--- config.mk ---
export PLATFORM = sky130hd
export DESIGN_NAME = dsp_share_arbiter
export DESIGN_NICKNAME = d
export VERILOG_FILES = /design/src/rtl/dsp_share_arbiter.sv
export SDC_FILE = /design/constraint.sdc
export NUM_CORES = 1
export LEC_CHECK = 0
export BUFFER_PORTS_ARGS = -buffer_cell sky130_fd_sc_hd__buf_2
export CAP_MARGIN = 20
export CELL_PAD_IN_SITES_DETAIL_PLACEMENT = 0
export CELL_PAD_IN_SITES_GLOBAL_PLACEMENT = 1
export CORE_AREA = 2 2 162 164
export DETAILED_ROUTE_END_ITERATION = 10
export DIE_AREA = 0 0 164 166
export GPL_TIMING_DRIVEN = 0
export PLACE_DENSITY_LB_ADDON = 0.12
export SETUP_SLACK_MARGIN = 0.05
export SYNTH_ARGS = -nofsm -noshare
export SYNTH_HDL_FRONTEND = slang
export SYNTH_SLANG_ARGS = --single-unit
export TNS_END_PERCENT = 5
--- constraint.sdc ---
create_clock -name clk -period 3.44 [get_ports clk]
set_input_delay 0.344 -clock clk [delete_from_list [all_inputs] [get_ports clk]]
set_output_delay 0.344 -clock clk [all_outputs]
set_load 0.01 [all_outputs]
--- src/rtl/dsp_share_arbiter.sv ---
// Round-robin sharing of one pipelined (D+-B)*A+-C DSP slice between two ports.
// Optional grant/stall counters: define DSP_SHARE_ARBITER_STATS_EN.
module dsp_share_arbiter #(
  parameter int DSP_LATENCY     = 4,
  parameter int C_SKEW          = 2,
  parameter int MAX_OUTSTANDING = 4
) (
  input  logic        clk,
  input  logic        rst,
  input  logic [1:0]  req_valid,
  output logic [1:0]  req_ready,
  input  logic [17:0] req_a0,
  input  logic [17:0] req_a1,
  input  logic [17:0] req_b0,
  input  logic [17:0] req_b1,
  input  logic [17:0] req_d0,
  input  logic [17:0] req_d1,
  input  logic [47:0] req_c0,
  input  logic [47:0] req_c1,
  output logic [17:0] dsp_a,
  output logic [17:0] dsp_b,
  output logic [17:0] dsp_d,
  output logic [47:0] dsp_c,
  output logic        dsp_rst_n,
  input  logic [47:0] dsp_p,
  output logic        rsp_valid,
  output logic        rsp_id,
  output logic [47:0] rsp_p
`ifdef DSP_SHARE_ARBITER_STATS_EN
  ,
  output logic [31:0] grant_cnt0,
  output logic [31:0] grant_cnt1,
  output logic [31:0] stall_cnt
`endif
);

  localparam logic [2:0] MAXO = 3'(MAX_OUTSTANDING);

  logic [1:0][2:0]              outst_q, outst_d;
  logic                         last_q, last_d;
  logic [DSP_LATENCY-1:0]       tv_q, tv_d;
  logic [DSP_LATENCY-1:0]       tid_q, tid_d;
  logic [C_SKEW-1:0][47:0]      c_q, c_d;
  logic [1:0]                   retire;
  logic [1:0]                   elig;
  logic [1:0]                   grant;
  logic                         gid;
  logic [47:0]                  c_in;

  assign rsp_valid = tv_q[DSP_LATENCY-1];
  assign rsp_id    = tid_q[DSP_LATENCY-1];
  assign rsp_p     = dsp_p;
  assign dsp_c     = c_q[C_SKEW-1];
  assign dsp_rst_n = ~rst;
  assign req_ready = grant;

  always_comb begin
    retire    = '0;
    elig      = '0;
    grant     = '0;
    gid       = 1'b0;
    dsp_a     = '0;
    dsp_b     = '0;
    dsp_d     = '0;
    c_in      = '0;
    retire[0] = rsp_valid & ~rsp_id;
    retire[1] = rsp_valid & rsp_id;
    // a slot retiring this cycle frees its credit immediately
    for (int i = 0; i < 2; i++) begin
      elig[i] = req_valid[i] &
                ((outst_q[i] - {2'b0, retire[i]}) < MAXO);
    end
    if (!rst) begin
      unique case (elig)
        2'b01:   grant = 2'b01;
        2'b10:   grant = 2'b10;
        2'b11:   grant = last_q ? 2'b01 : 2'b10;
        default: grant = 2'b00;
      endcase
    end
    gid = grant[1];
    unique case (1'b1)
      grant[0]: begin
        dsp_a = req_a0;
        dsp_b = req_b0;
        dsp_d = req_d0;
        c_in  = req_c0;
      end
      grant[1]: begin
        dsp_a = req_a1;
        dsp_b = req_b1;
        dsp_d = req_d1;
        c_in  = req_c1;
      end
      default: ;
    endcase
  end

  always_comb begin
    outst_d = outst_q;
    last_d  = last_q;
    tv_d    = '0;
    tid_d   = '0;
    c_d     = '0;
    for (int i = 0; i < 2; i++) begin
      outst_d[i] = outst_q[i] + {2'b0, grant[i]}
                 - {2'b0, retire[i]};
    end
    if (|grant) last_d = gid;
    tv_d[0]  = |grant;
    tid_d[0] = gid;
    for (int k = 1; k < DSP_LATENCY; k++) begin
      tv_d[k]  = tv_q[k-1];
      tid_d[k] = tid_q[k-1];
    end
    c_d[0] = c_in;
    for (int k = 1; k < C_SKEW; k++) begin
      c_d[k] = c_q[k-1];
    end
  end

  always_ff @(posedge clk) begin
    if (rst) begin
      outst_q <= '0;
      last_q  <= 1'b1;
      tv_q    <= '0;
      tid_q   <= '0;
      c_q     <= '0;
    end else begin
      outst_q <= outst_d;
      last_q  <= last_d;
      tv_q    <= tv_d;
      tid_q   <= tid_d;
      c_q     <= c_d;
    end
  end

`ifdef DSP_SHARE_ARBITER_STATS_EN
  logic [31:0] gc0_q, gc0_d;
  logic [31:0] gc1_q, gc1_d;
  logic [31:0] sc_q, sc_d;

  assign grant_cnt0 = gc0_q;
  assign grant_cnt1 = gc1_q;
  assign stall_cnt  = sc_q;

  always_comb begin
    gc0_d = gc0_q + {31'b0, grant[0]};
    gc1_d = gc1_q + {31'b0, grant[1]};
    sc_d  = sc_q + {31'b0, (|req_valid) & ~(|grant)};
  end

  always_ff @(posedge clk) begin
    if (rst) begin
      gc0_q <= '0;
      gc1_q <= '0;
      sc_q  <= '0;
    end else begin
      gc0_q <= gc0_d;
      gc1_q <= gc1_d;
      sc_q  <= sc_d;
    end
  end
`endif

endmodule

==> results.json <==
{
  "vdd_drop_max_mv": 0.2158,
  "power.total_mw": 3.484,
  "synth.cell_area_mm2": 0.005533,
  "mostFrequentLayoutCells": "buf_2, inv_1, dfxtp_1",
  "postSynthAreaPerCell_um2": 8.967,
  "pin_count": 411,
  "grt_pass1_vias": 5526,
  "p_switching_mw": 1.101,
  "clockBufferDepth": 2,
  "ant_nets": 0,
  "cts_htree_levels": 3,
  "combPwrFrac_pct": 28.9,
  "die-area_mm2": 0.02722,
  "p_seq_share_pct": 41.0,
  "critPathSlowestCell": "o211ai_1",
  "nFillCells": 2889,
  "fmax_mhz": 312.3,
  "viasPerCell": 4.119,
  "grt_use_total_pct": 15.45,
  "fin_nets": 1253,
  "postSynthNetCount": 881,
  "crit_path_max_incr_delay_ns": 0.39,
  "crit_path_cell_trace": "and2_1 -> ha_1 -> ha_1 -> xor2_1 -> o211ai_1 -> clkbuf_4 -> buf_2 -> o32ai_2 -> buf_2",
  "grt_max_degree": 21,
  "p_leak_nw": 4.216,
  "cp_num_buf_inv": 3,
  "setup_viol": 0,
  "slew_violations": 0,
  "cap_violations": 0,
  "worstSetupStartpointType": "register",
  "drtPass1Iterations": 5,
  "multi_input_area_mm2": 0.002268,
  "die_x_um": 164,
  "wirelength_mm": 21.83,
  "fin_tns_setup_ns": 0,
  "cts_inserted_buffers": 9,
  "cts-root-buf": "clkbuf_16",
  "finalCritPeriodShare_pct": 93.09,
  "grt_pass1_wl_mm": 32.06,
  "ys_warn_count": 0,
  "overflow": 0,
  "clk_pin_slew_ns": 0.08,
  "regArea_mm2": 0.002222,
  "port_buffers": 361,
  "initial_core_util_pct": 21.60,
  "rsz0062_at_grt": "false",
  "cts_hold_buffers": 0,
  "relSlewSlack_pct": 48.61,
  "worstPathArrival_ns": 2.86,
  "yosysUniqueCellTypes": 22,
  "drc": 0,
  "drt_iter0_markers": 210,
  "synth_top_area_share_pct": 40.16,
  "cp_top_family": "buffers and inverters",
  "p_sw_share_pct": 31.60,
  "holdWs_ns": 0.2419,
  "num_rows": 59,
  "clock-sinks": 111,
  "ys_ff_latch": 111,
  "gp_congestion": 0.7543,
  "drive_gt1_share_pct": 49.90,
  "outcome": "finished clean",
  "finClkSkew_ns": 0.007693,
  "layout_commonest_cell": "buf_2",
  "core-area_mm2": 0.02562,
  "intPower_mw": 2.383,
  "synth_cells": 617,
  "cp_max_fo": 10,
  "area_delta_synth_final_pct": 45.79,
  "post-route-min-period_ns": 3.202,
  "yosysSeqAreaShare_pct": 40.16,
  "worst_slew_pin_slew_ns": 0.7709,
  "min_path_type": "input pin to register",
  "place_hpwl_mm": 17.74,
  "clockPowerShare_pct": 30.2,
  "die_y_um": 166,
  "hold_violations": 0,
  "antenna_found_initial": 2,
  "vias": 5483,
  "clock_latency_ns": 0.35,
  "cts_tree": "done",
  "critPathKind": "register to output pin",
  "critPathRequiredTime_ns": 3.10,
  "worstSetupEndpointType": "output pin",
  "power_density_mw_per_mm2": 431.9,
  "synth.top_cells.by_area": "dfxtp_1, o32ai_2, o32ai_1",
  "wl_per_cell_um": 16.40,
  "synth_top_cell_by_area": "dfxtp_1"
}
==> kinds of logic (layout without fill, tap and decap cells) <==
family          Yosys count  count (layout)  synth area share, %
other cells               0               2                    0
buf+inv                 213             590                18.84
xor+xnor                  5               5               0.7916
compound gates          106             106                23.50
flops                   111             111                40.16
fa+ha+maj                 8               8                2.080
simple gates            174             174                14.63
==> stage by stage <==
stage                     utilization [%]  setup slack, ns  cells  cell area [um^2]
after CTS                           31.46           0.1023   1329              8058
after detailed placement            30.29           0.1993   1313              7759
after floorplan                         -           0.5712    617              5533
after global placement              30.29           0.1759   1313              7759
after global routing                31.49          0.07349   1331              8066
final                               31.49           0.2378   1331              8066
==> layout make-up <==
class,count,area share [%]
Inverter,112,5.212
Multi-Input combinational cell,293,28.12
Timing Repair Buffer,361,22.40
Antenna cell,2,0.06204
Sequential cell,111,27.55
Tap cell,335,5.196
Clock inverter,6,0.7445
Buffer,101,7.756
Clock buffer,10,2.963
==> power groups by stage <==
stage | clock network (mW) | registers (mW) | logic, mW
2_1_floorplan | 0 | 1.48 | 0.586
3_3_place_gp | 0 | 1.46 | 1.03
3_5_place_dp | 0 | 1.46 | 1.03
4_1_cts | 1.09 | 1.43 | 1.03
5_1_grt | 1.14 | 1.44 | 1.11
6_report | 1.05 | 1.43 | 1.01
==> tightest hold or removal path: cells and delay by family <==
kind,cells,cell delay [ns]
compound gates,1,0.09
simple gates,1,0.04
buf+inv,1,0.07
==> cells in the mapped netlist <==
master and instances:
nor3_1 1, o32ai_2 50, xnor2_1 3, ha_1 6
dfxtp_1 111, buf_6 6, inv_1 112, a311o_1 1
and2_1 2, a211o_1 1, a21oi_1 1, clkbuf_1 33
buf_2 14, fa_1 2, o32ai_1 52, xor2_1 2
o211ai_1 1, buf_4 48, nor2b_1 58, nand2_1 103
nor2_1 8, nand2b_1 2
==> state kept, by name, indices dropped and copies added (netlist names) <==
| name | cells |
|---|---|
| c_d | 48 |
| dsp_c | 48 |
| outst_q | 6 |
| tid_q | 4 |
| tv_q | 4 |
| last_q | 1 |
==> final timing paths <==
| path | cells past startpoint | endpoint | from | slack (ns) |
|---|---|---|---|---|
| hold reg to reg | 1 | dsp_c[41]$_SDFF_PP0_ | c_d[89]$_SDFF_PP0_ | 0.43 |
| setup / recovery | 9 | dsp_d[14] | tid_q[3]$_SDFF_PP0_ | 0.24 |
| hold / removal | 3 | c_d[57]$_SDFF_PP0_ | req_c0[9] | 0.24 |
| setup reg to reg | 12 | outst_q[2]$_SDFF_PP0_ | tid_q[3]$_SDFF_PP0_ | 0.40 |
==> metal layers <==
layer | up-vias | GRT usage [%] | part of all wire, %
met2 | 239 | 28.28 | 52
li1 | 2713 | - | -
met5 | - | 0 | 0
met4 | 0 | 4.233 | 1.7
met1 | 2519 | 17.15 | 37
met3 | 12 | 4.595 | 8.6
==> timing repair <==
action,4_1_cts,5_1_grt
endpoints found under the setup margin,0,33
gates resized for setup,0,3
buffers inserted,0,0
(Power assumes the default switching activity.)
